==> config.mk <==
export PLATFORM = sky130hd
export DESIGN_NAME = ahb_arbiter
export DESIGN_NICKNAME = d
export VERILOG_FILES = /design/src/rtl/ahb_pkg.sv /design/src/rtl/ahb_hold_counter.sv /design/src/rtl/ahb_arbiter.sv
export SDC_FILE = /design/constraint.sdc
export NUM_CORES = 1
export LEC_CHECK = 0
export CORE_AREA = 5 5 42 44
export CTS_BUF_LIST = sky130_fd_sc_hd__clkbuf_4 sky130_fd_sc_hd__clkbuf_8
export DETAILED_ROUTE_END_ITERATION = 10
export DIE_AREA = 0 0 47 49
export PLACE_DENSITY_LB_ADDON = 0.08
export SYNTH_ARGS = -nofsm -noshare
export SYNTH_HDL_FRONTEND = slang
export SYNTH_SLANG_ARGS = --single-unit
==> constraint.sdc <==
create_clock -name HCLK -period 2.7 [get_ports HCLK]
set_clock_uncertainty 0.05 [all_clocks]
set_input_delay 0.405 -clock HCLK [delete_from_list [all_inputs] [get_ports HCLK]]
set_output_delay 0.405 -clock HCLK [all_outputs]
set_load 0.01 [all_outputs]
==> src/rtl/ahb_pkg.sv <==
// Shared AHB-Lite encodings for the two-master arbiter.
// Transfer types, master IDs and the grant state type.
package ahb_pkg;

  typedef enum logic [1:0] {
    IDLE   = 2'b00,
    BUSY   = 2'b01,
    NONSEQ = 2'b10,
    SEQ    = 2'b11
  } htrans_e;

  localparam logic M_CPU = 1'b0;
  localparam logic M_DMA = 1'b1;

  typedef enum logic {
    GNT_CPU = M_CPU,
    GNT_DMA = M_DMA
  } gnt_e;

endpackage

==> src/rtl/ahb_hold_counter.sv <==
// Saturating count of consecutive SEQ beats of the bus owner.
// at_limit tells the arbiter a burst may now lose the grant.
module ahb_hold_counter
  import ahb_pkg::*;
#(
  parameter int unsigned MAX_HOLD = 16
) (
  input  logic       clk,
  input  logic       rst,
  input  logic [1:0] htrans,
  input  logic       hready,
  input  logic       owner_change,
  output logic       at_limit
);

  localparam logic [7:0] LIMIT = 8'(MAX_HOLD);

  logic [7:0] cnt;
  logic [7:0] cnt_nxt;

  always_comb begin
    cnt_nxt = cnt;
    if (hready) begin
      if (owner_change) begin
        cnt_nxt = '0;
      end else begin
        unique case (htrans_e'(htrans))
          SEQ:     cnt_nxt = (cnt >= LIMIT) ? LIMIT : cnt + 8'd1;
          BUSY:    cnt_nxt = cnt;
          default: cnt_nxt = '0;
        endcase
      end
    end
  end

  always_ff @(posedge clk) begin
    if (rst) cnt <= '0;
    else     cnt <= cnt_nxt;
  end

  assign at_limit = (cnt >= LIMIT);

endmodule

==> src/rtl/ahb_arbiter.sv <==
// Two-master AHB-Lite arbiter: round-robin with lock and
// burst protection, bursts capped at MAX_HOLD SEQ beats.
module ahb_arbiter
  import ahb_pkg::*;
#(
  parameter logic        DEFAULT_MASTER = 1'b0,
  parameter int unsigned MAX_HOLD       = 16
) (
  input  logic       HCLK,
  input  logic       HRESET,
  input  logic       HBUSREQ_M0,
  input  logic       HBUSREQ_M1,
  input  logic       HLOCK_M0,
  input  logic       HLOCK_M1,
  input  logic [1:0] HTRANS,
  input  logic       HREADY,
  output logic       HGRANT_M0,
  output logic       HGRANT_M1,
  output logic       HMASTER,
  output logic       HMASTLOCK
);

  localparam gnt_e GNT_DEF = gnt_e'(DEFAULT_MASTER);

  gnt_e    state;
  gnt_e    state_nxt;
  htrans_e trans;
  logic    gnt;
  logic    req_gnt;
  logic    lock_gnt;
  logic    at_limit;
  logic    owner_change;
  logic    lock_hold;
  logic    burst_hold;

  assign trans    = htrans_e'(HTRANS);
  assign gnt      = logic'(state);
  assign req_gnt  = gnt ? HBUSREQ_M1 : HBUSREQ_M0;
  assign lock_gnt = gnt ? HLOCK_M1 : HLOCK_M0;

  assign owner_change = HREADY && (gnt != HMASTER);

  ahb_hold_counter #(
    .MAX_HOLD (MAX_HOLD)
  ) u_hold (
    .clk          (HCLK),
    .rst          (HRESET),
    .htrans       (HTRANS),
    .hready       (HREADY),
    .owner_change (owner_change),
    .at_limit     (at_limit)
  );

  // A locked sequence wins over the MAX_HOLD cap.
  assign lock_hold  = lock_gnt && req_gnt;
  assign burst_hold = (trans == SEQ || trans == BUSY)
                   && !at_limit && (gnt == HMASTER);

  always_comb begin
    state_nxt = state;
    if (HREADY && !lock_hold && !burst_hold) begin
      unique case ({HBUSREQ_M1, HBUSREQ_M0})
        2'b11:   state_nxt = gnt ? GNT_CPU : GNT_DMA;
        2'b01:   state_nxt = GNT_CPU;
        2'b10:   state_nxt = GNT_DMA;
        default: state_nxt = GNT_DEF;
      endcase
    end
  end

  always_ff @(posedge HCLK) begin
    if (HRESET) state <= GNT_DEF;
    else        state <= state_nxt;
  end

  always_ff @(posedge HCLK) begin
    if (HRESET) begin
      HMASTER   <= DEFAULT_MASTER;
      HMASTLOCK <= 1'b0;
    end else if (HREADY) begin
      HMASTER   <= gnt;
      HMASTLOCK <= lock_gnt;
    end
  end

  assign HGRANT_M0 = (state == GNT_CPU);
  assign HGRANT_M1 = (state == GNT_DMA);

endmodule

# Yosys cells after proc, flatten, opt, wreduce, memory -nomap -nowiden
# Cells that the tools add are included.
dict set report totals {
  reg_bits 11
  input_bits 9
  elab_cells 32
  out_inout_bits 4
}
dict set report classes {
  eq_ne 7
  bitwise 1
  n_addsub 1
  n_lt_le_gt_ge 1
  reduce_logical 11
  muxes 7
}
# operator count
set ops {}
lappend ops {{8-bit 2-to-1 mux} 2}
lappend ops {{8-bit case mux with 2 select lines} 1}
lappend ops {{8-bit by 1-bit adder with 8-bit output (second input constant)} 1}
lappend ops {{8-bit by 5-bit greater-or-equal comparator with 1-bit output (second input constant)} 1}
lappend ops {{2-bit equality test (second input constant)} 3}
lappend ops {{1-bit logical AND} 6}
lappend ops {{1-bit logical NOT} 3}
lappend ops {{1-bit 2-to-1 mux} 3}
lappend ops {{2-bit by 1-bit equality test with 1-bit output (second input constant)} 1}
lappend ops {{2-bit != test (second input constant)} 1}
lappend ops {{1-bit case mux with 2 select lines} 1}
lappend ops {{2-bit AND reduction} 1}
lappend ops {{1-bit equality test} 1}
lappend ops {{1-bit logical OR} 1}
lappend ops {{1-bit != test} 1}
lappend ops {{1-bit inverter} 1}

# Depth between registers and ports, before layout
# Gate-level depths: netlist of the first run.
dict set report depth {
  depth_word 6
  ltp_mapped 4
  depth_no_buf 4
}

# Modules after synthesis
# Synthesis of the first run repeated with hierarchy kept, for this count alone.
dict set report hier_totals {
  hier_cells 66
  area_unflattened_um2 594.3
}
# module n_inst seq_area_each_um2 area_per_inst_um2 cells_each
set modules_own_cells {}
lappend modules_own_cells {ahb_hold_counter 1 160.2 419.2 46}
lappend modules_own_cells {ahb_arbiter 1 60.1 175.2 20}

# Worst setup path after synthesis of the first run
# No wires, ideal clock.
dict set report synth_timing {
  path_kind {flip-flop to flip-flop}
  from {register u_hold.cnt[4]}
  to {register u_hold.cnt[2]}
  n_path_buf 0
  t_arrival_ps 1481
  slack_ps 1111
  required_ps 2592
  synth_period_minus_slack_ps 1589
  path_stages_with_launch 5
  setup_ps 58
  cell_sequence {dfxtp_1 or4_4 a2111oi_4 and4b_1 a211o_1}
}
dict set report synth_between {
  elab_chain_len 4
}
# element line_no
set synth_lines {}
lappend synth_lines {{start: declaration} ahb_hold_counter.sv:18} ;# logic [7:0] cnt;
lappend synth_lines {{start signal: assignment} ahb_hold_counter.sv:38} ;# else cnt <= cnt_nxt;
lappend synth_lines {{8-bit by 5-bit greater-or-equal comparator with 1-bit output} ahb_hold_counter.sv:28} ;# SEQ: cnt_nxt = (cnt >= LIMIT) ? LIMIT : cnt + 8'd1;
lappend synth_lines {{8-bit 2-to-1 mux} ahb_hold_counter.sv:28}
lappend synth_lines {{8-bit case mux with 2 select lines} ahb_hold_counter.sv:27} ;# unique case (htrans_e'(htrans))
lappend synth_lines {{8-bit 2-to-1 mux} ahb_hold_counter.sv:24} ;# if (owner_change) begin
# No other way between the ends.
# A chain may end at the register's enable or synchronous reset.

# Worst setup path after layout of the first run
dict set report layout_timing {
  from {register state, in the netlist HGRANT_M1}
  to {output HGRANT_M1}
}
# element line_no
set layout_rtl {}
lappend layout_rtl {{start: declaration} ahb_arbiter.sv:25} ;# gnt_e state;
lappend layout_rtl {{start signal: assignment} ahb_arbiter.sv:73} ;# else state <= state_nxt;
lappend layout_rtl {{end: declaration} ahb_arbiter.sv:18} ;# output logic HGRANT_M1,
# No word-level cell between the ends.

==> reports/metrics.cfg, run 1 <==
[floorplanning]
die_area_sq_um=2300
die_w_um=47
start_util_pct=39.8
core_area_sq_um=1400
io_pins=13
die_h_um=49
rows=14

[route]
wire_per_inst_um=12.6
ant_nets=0
drc=0
first_pass_iters=4
initialDrtViolationCount=14
vias=461
wirelength_mm=1.09
viasPerCell=5.30

[power]
powerDensity_nw_per_um2=469
seqPwrFrac_pct=50.5
p_int_uw=258
switching_share_pct=23.3
pwr-share-comb_pct=13.6
ir_drop_uv=314
p_switching_uw=78.4
p_leak_nw=0.300
p_total_uw=336
clockPowerShare_pct=35.9

[logic_synthesis]
yosys_warnings=0
synth_edf_count=0
synth_top_area_share_pct=39.5
synth_cells=56
synth_area_sq_um=558
yosysTopAreaCell=dfxtp_1
avgSynthCellArea_sq_um=9.96
ys.flop_type=dfxtp_1
synth_area_leaders=dfxtp_1 39%, a2111oi_4 4.9%, ha_1 4.5%, a21oi_1 3.6%, mux2i_1 3.6%
ys_ff_latch=11
ys_async_sr_fraction_pct=0
ys_seq_area_share_pct=39.5
syn-num-nets=67
ys_types=29

[timing]
fmax_mhz=547
finalCritPeriodShare_pct=67.7
tightest_slew_ps=450
finalWorstSetupSlack_ps=873
drv_slew=0
period_minus_slack_ps=1830
max_slew_margin_pct=69.7
whs_ps=409
rsz0062_at_grt=no
fin_tns_setup_ps=0
setup_viol=0
hold_violations=0

[final_layout]
fin_util_pct=51.2
nets=83
synthToLayoutAreaGrowth_pct=28.5
n_antenna_cell=0
mostFrequentLayoutCells=12 x clkdlybuf4s50_1, 11 x dfxtp_1, 5 x nor2_1
fin_area_sq_um=717
fillers=138
layout-drive-gt1-share_pct=12.7
instances_no_fill=87
mostFrequentLayoutCell=clkdlybuf4s50_1

[cts]
cts.hold.buffers_added=0
cts_buffer_depth=2
clkLatencyLatePin_ps=270
post-cts-setup-buffers=0
cts_tree=built
h-tree-depth=1
clkTransAtPathRegs_ps=60
numCtsBuffers=3
cts.repair.resized=0
cts.sinks=11
cts_root_buf=clkbuf_4

[placed_design]
dp_slack_ps=624
placed_cell_area_sq_um=687
place.gp.congestion=0.700
hpwl_um=816
port_buffers=12
dp.cells=83

[setup_path]
critPathMaxStageDelay_ps=600
path_delay_family=buffers and inverters
critPathBufInv=1
start_kind=flip-flop
critical_path_arrival_ps=1370
path_cells=clkdlybuf4s50_1
cp-end-kind=output port
cp_slowest_cell=clkdlybuf4s50_1
worstPathRequired_ps=2250
crit_type=flip-flop to output port
rrSetupSlack_ps=1000
crit_fanout=7

[global_routing]
grt_pass1_wl_mm=1.77
first_global_vias=413
globalRouteOverflowTotal=0
antenna_found_initial=0
grt_start_max_net_pins=12
track_usage_pct=10.7

[run_status]
status=finished, final reports clean

[job]
cap_viol_max_count=0

[min_path]
worstHoldPathType=flip-flop to flip-flop

## path summary, 6_finish.rpt
path / cells past startpoint / from / endpoint
worst max-delay path: 1 / HGRANT_M1$_SDFFE_PP0P_ / HGRANT_M1
worst min-delay path: 1 / u_hold.cnt[7]$_SDFFE_PP0P_ / u_hold.cnt[7]$_SDFFE_PP0P_
worst max register to register: 4 / u_hold.cnt[4]$_SDFFE_PP0P_ / u_hold.cnt[2]$_SDFFE_PP0P_
worst min register to register: 1 / u_hold.cnt[7]$_SDFFE_PP0P_ / u_hold.cnt[7]$_SDFFE_PP0P_
## cells by family (layout without fill, tap and decap cells)
kind of cell             after synthesis  count (layout)  synth area share, %
AO/OA/AOI/OAI                         15              15                 22.4
buffers and inverters                  5              20                 4.71
multiplexers                           2               2                 3.59
adder cells (fa/ha/maj)                2               2                 4.48
AND/OR/NAND/NOR                       20              20                 22.4
flip-flops                            11              11                 39.5
XOR/XNOR                               1               1                 2.92
## sequential cells by signal, summed over array words and instances (netlist names)
signal / count
HGRANT_M1: 1
HMASTLOCK: 1
u_hold.cnt: 8
HMASTER: 1
## cell type report
class	instances	area, sq um	area share, %
tap	16	20.0	2.79
sequential	11	220	30.7
clock buffer	4	30.0	4.19
multi-input combinational	40	312	43.5
timing repair buffer	12	120	16.8
inverter	4	15.0	2.09
## metal layers
layer / wire length [um] / GRT usage [%] / share of wire, % / up-vias
met5: 0 / 0 / 0 / -
met4: 27 / 6.91 / 2.5 / 0
met3: 102 / 3.32 / 9.3 / 4
met2: 482 / 14.0 / 44 / 15
met1: 481 / 14.6 / 44 / 207
li1: - / - / - / 235
## power groups by stage
stage | Sequential (mW) | Clock (mW) | Combinational (mW)
finish | 0.170 | 0.121 | 0.0456
global route | 0.170 | 0.138 | 0.0500
CTS | 0.170 | 0.127 | 0.0457
detailed placement | 0.173 | 0 | 0.0455
global placement | 0.173 | 0 | 0.0459
floorplan | 0.174 | 0 | 0.0213
## cells in the mapped netlist (all sizes together), types with 2 or more instances
| cell type | count |
|---|---|
| dfxtp | 11 |
| nor2 | 5 |
| a21oi | 4 |
| inv | 4 |
| and2 | 3 |
| a211o | 2 |
| and3 | 2 |
| ha | 2 |
| mux2i | 2 |
| nand2 | 2 |
| o31ai | 2 |
(Power assumes the default switching activity.)
==> inputs of run 2 (changes only) <==
==> constraint.sdc (replaced) <==
create_clock -name HCLK -period 1.9 [get_ports HCLK]
set_clock_uncertainty 0.05 [all_clocks]
set_input_delay 0.285 -clock HCLK [delete_from_list [all_inputs] [get_ports HCLK]]
set_output_delay 0.285 -clock HCLK [all_outputs]
set_load 0.01 [all_outputs]
==> run 2 against run 1 <==
Flip-flop and latch count unchanged. First-iteration DRC count down 43%. Non-clock buffer count up 4. Die area unchanged. Count of clock-buffer cells in the layout unchanged. Core utilization up 2.1 points. Cell area up 4.2%. Via count up 0.87%. Combinational power up 63%. Clock power up 44%. Largest cell class unchanged. Highest routed layer unchanged.
==> reports/metrics.cfg, run 2 (same netlist as run 1, synthesis figures left out) <==
[setup_path]
critPathMaxStageDelay_ps=570  ; was 600 ps
start_kind=flip-flop  ; unchanged
crit_type=flip-flop to flip-flop  ; was flip-flop to output port
worstSetupStartpoint=u_hold.cnt[4]$_SDFFE_PP0P_  ; was HGRANT_M1$_SDFFE_PP0P_
path_cells=or4_4 > a2111oi_4 > and4b_1 > a211o_1  ; was clkdlybuf4s50_1
setup.worst_path.end=u_hold.cnt[2]$_SDFFE_PP0P_  ; was HGRANT_M1
critical_path_arrival_ps=1880  ; was 1370 ps
r2r-start=u_hold.cnt[4]$_SDFFE_PP0P_  ; unchanged
critPathBufInv=0  ; was 1
path_delay_family=simple AND/OR/NAND/NOR gates  ; was buffers and inverters
worstPathRequired_ps=2070  ; was 2250 ps
cp_slowest_cell=or4_4  ; was clkdlybuf4s50_1
rrSetupSlack_ps=190  ; was 1000 ps
cp-end-kind=flip-flop  ; was output port
crit_fanout=5  ; was 7
reg2reg_depth=4  ; unchanged
path_depth=4  ; was 1
crit-reg2reg-capture=u_hold.cnt[2]$_SDFFE_PP0P_  ; unchanged

[timing]
tightest_slew_ps=357  ; was 450 ps
period_minus_slack_ps=1710
whs_ps=407  ; was 409 ps
max_slew_margin_pct=76.2  ; was 69.7%
finalCritPeriodShare_pct=90.1
rsz0062_at_grt=no  ; unchanged
drv_slew=0  ; unchanged
fin_tns_setup_ps=0  ; unchanged
fmax_mhz=584
hold_violations=0  ; unchanged
setup_viol=0  ; unchanged

[cts]
cts.repair.resized=0  ; unchanged
numCtsBuffers=3  ; unchanged
cts_buffer_depth=2  ; unchanged
post-cts-setup-buffers=0  ; unchanged
clkLatencyLatePin_ps=270  ; about the same
cts.sinks=11  ; unchanged
h-tree-depth=1  ; unchanged
cts_tree=built  ; unchanged
cts.hold.buffers_added=0  ; unchanged
cts_root_buf=clkbuf_4  ; unchanged
clkTransAtPathRegs_ps=70  ; was 60 ps

[route]
drc=0  ; unchanged
vias=465  ; was 461
wire_per_inst_um=12.4  ; was 12.6 um
first_pass_iters=2  ; was 4
viasPerCell=5.11  ; was 5.30
ant_nets=0  ; unchanged
initialDrtViolationCount=8  ; was 14
wirelength_mm=1.12  ; was 1.09 mm

[floorplanning]
die_h_um=49  ; unchanged
start_util_pct=39.8  ; unchanged
rows=14  ; unchanged
io_pins=13  ; unchanged
core_area_sq_um=1400  ; unchanged
die_w_um=47  ; unchanged
die_area_sq_um=2300  ; unchanged

[placed_design]
port_buffers=12  ; unchanged
placed_cell_area_sq_um=717  ; was 687 sq um
place.gp.congestion=0.675  ; was 0.700
hpwl_um=864  ; was 816 um

[final_layout]
largest_reg_flops=8  ; unchanged
multiInputGateArea_sq_um=312  ; unchanged
fin_util_pct=53.3  ; was 51.2%
mostFrequentLayoutCell=clkdlybuf4s50_1  ; unchanged
synthToLayoutAreaGrowth_pct=33.9  ; was 28.5%
mostFrequentLayoutCells=12 x clkdlybuf4s50_1, 11 x dfxtp_1, 5 x nor2_1  ; unchanged
fin_area_sq_um=747  ; was 717 sq um
fillers=143  ; was 138
n_antenna_cell=0  ; unchanged
regMostFlops=u_hold.cnt  ; unchanged
nets=87  ; was 83
seq_area_sq_um=220  ; unchanged
layout-drive-gt1-share_pct=17.3  ; was 12.7%

[power]
p_leak_nw=0.319  ; was 0.300 nW
powerDensity_nw_per_um2=652  ; was 469 nW/um^2
p_total_uw=487  ; was 336 uW
ir_drop_uv=357  ; was 314 uV

[global_routing]
grt_start_max_net_pins=11  ; was 12
first_global_vias=435  ; was 413
met1_usage_pct=16.0  ; was 14.6%
grt_busiest_layer=met1  ; unchanged
track_usage_pct=11.4  ; was 10.7%
grtUsageMet2_pct=14.5  ; was 14.0%
globalRouteOverflowTotal=0  ; unchanged
antenna_found_initial=0  ; unchanged
grt_pass1_wl_mm=1.89  ; was 1.77 mm
grtUsageMet3_pct=3.69  ; was 3.32%

[job]
cap_viol_max_count=0  ; unchanged

[run_status]
status=finished, final reports clean  ; unchanged

[min_path]
worstHoldPathType=flip-flop to flip-flop  ; unchanged

run 2: cell types whose count changed in the layout (fill, tap and decap cells not counted):
cell and delta:
buf_4 +4
run 2: report_power, final:
group / total, mW / internal (mW) / switching [mW]
sequential: 0.239 / 0.235 / 0.00405
combinational: 0.0741 / 0.0414 / 0.0328
clock: 0.174 / 0.0957 / 0.0783
total: 0.487 / 0.372 / 0.115
run 2: how the worst min path moves through the flow:
stage | start | endpoint | slack, ps | cells past startpoint
2_1_floorplan | HRESET | u_hold.cnt[4]$_SDFFE_PP0P_ | 300 | 1
3_3_place_gp | u_hold.cnt[4]$_SDFFE_PP0P_ | u_hold.cnt[4]$_SDFFE_PP0P_ | 400 | 2
3_5_place_dp | u_hold.cnt[4]$_SDFFE_PP0P_ | u_hold.cnt[4]$_SDFFE_PP0P_ | 400 | 2
4_1_cts | u_hold.cnt[4]$_SDFFE_PP0P_ | u_hold.cnt[4]$_SDFFE_PP0P_ | 410 | 2
5_1_grt | u_hold.cnt[4]$_SDFFE_PP0P_ | u_hold.cnt[4]$_SDFFE_PP0P_ | 440 | 2
6_report | u_hold.cnt[4]$_SDFFE_PP0P_ | u_hold.cnt[4]$_SDFFE_PP0P_ | 410 | 2
run 2: layer usage:
metal	vias up	share of wire [%]
li1	242	-
met1	205	46
met2	13	41
met3	5	9.5
met4	0	3.1
met5	-	0
run 2: stage by stage:
step	worst slack [ps]	instances
2_1_floorplan	311	56
3_3_place_gp	163	87
3_5_place_dp	165	87
4_1_cts	196	91
5_1_grt	136	91
6_report	189	91
run 2: cell type report:
type                    count  area share, %
inverters                   4           2.01
well taps                  16           2.68
clock buffers               4           4.02
multi-input cells          40           41.7
flip-flops and latches     11           29.5
repair buffers             16           20.1
run 2: tightest hold or removal path, cell delays in order (launching register included):
cell	delay (ps)
dfxtp_1	310
nand2_1	50
a21oi_1	50
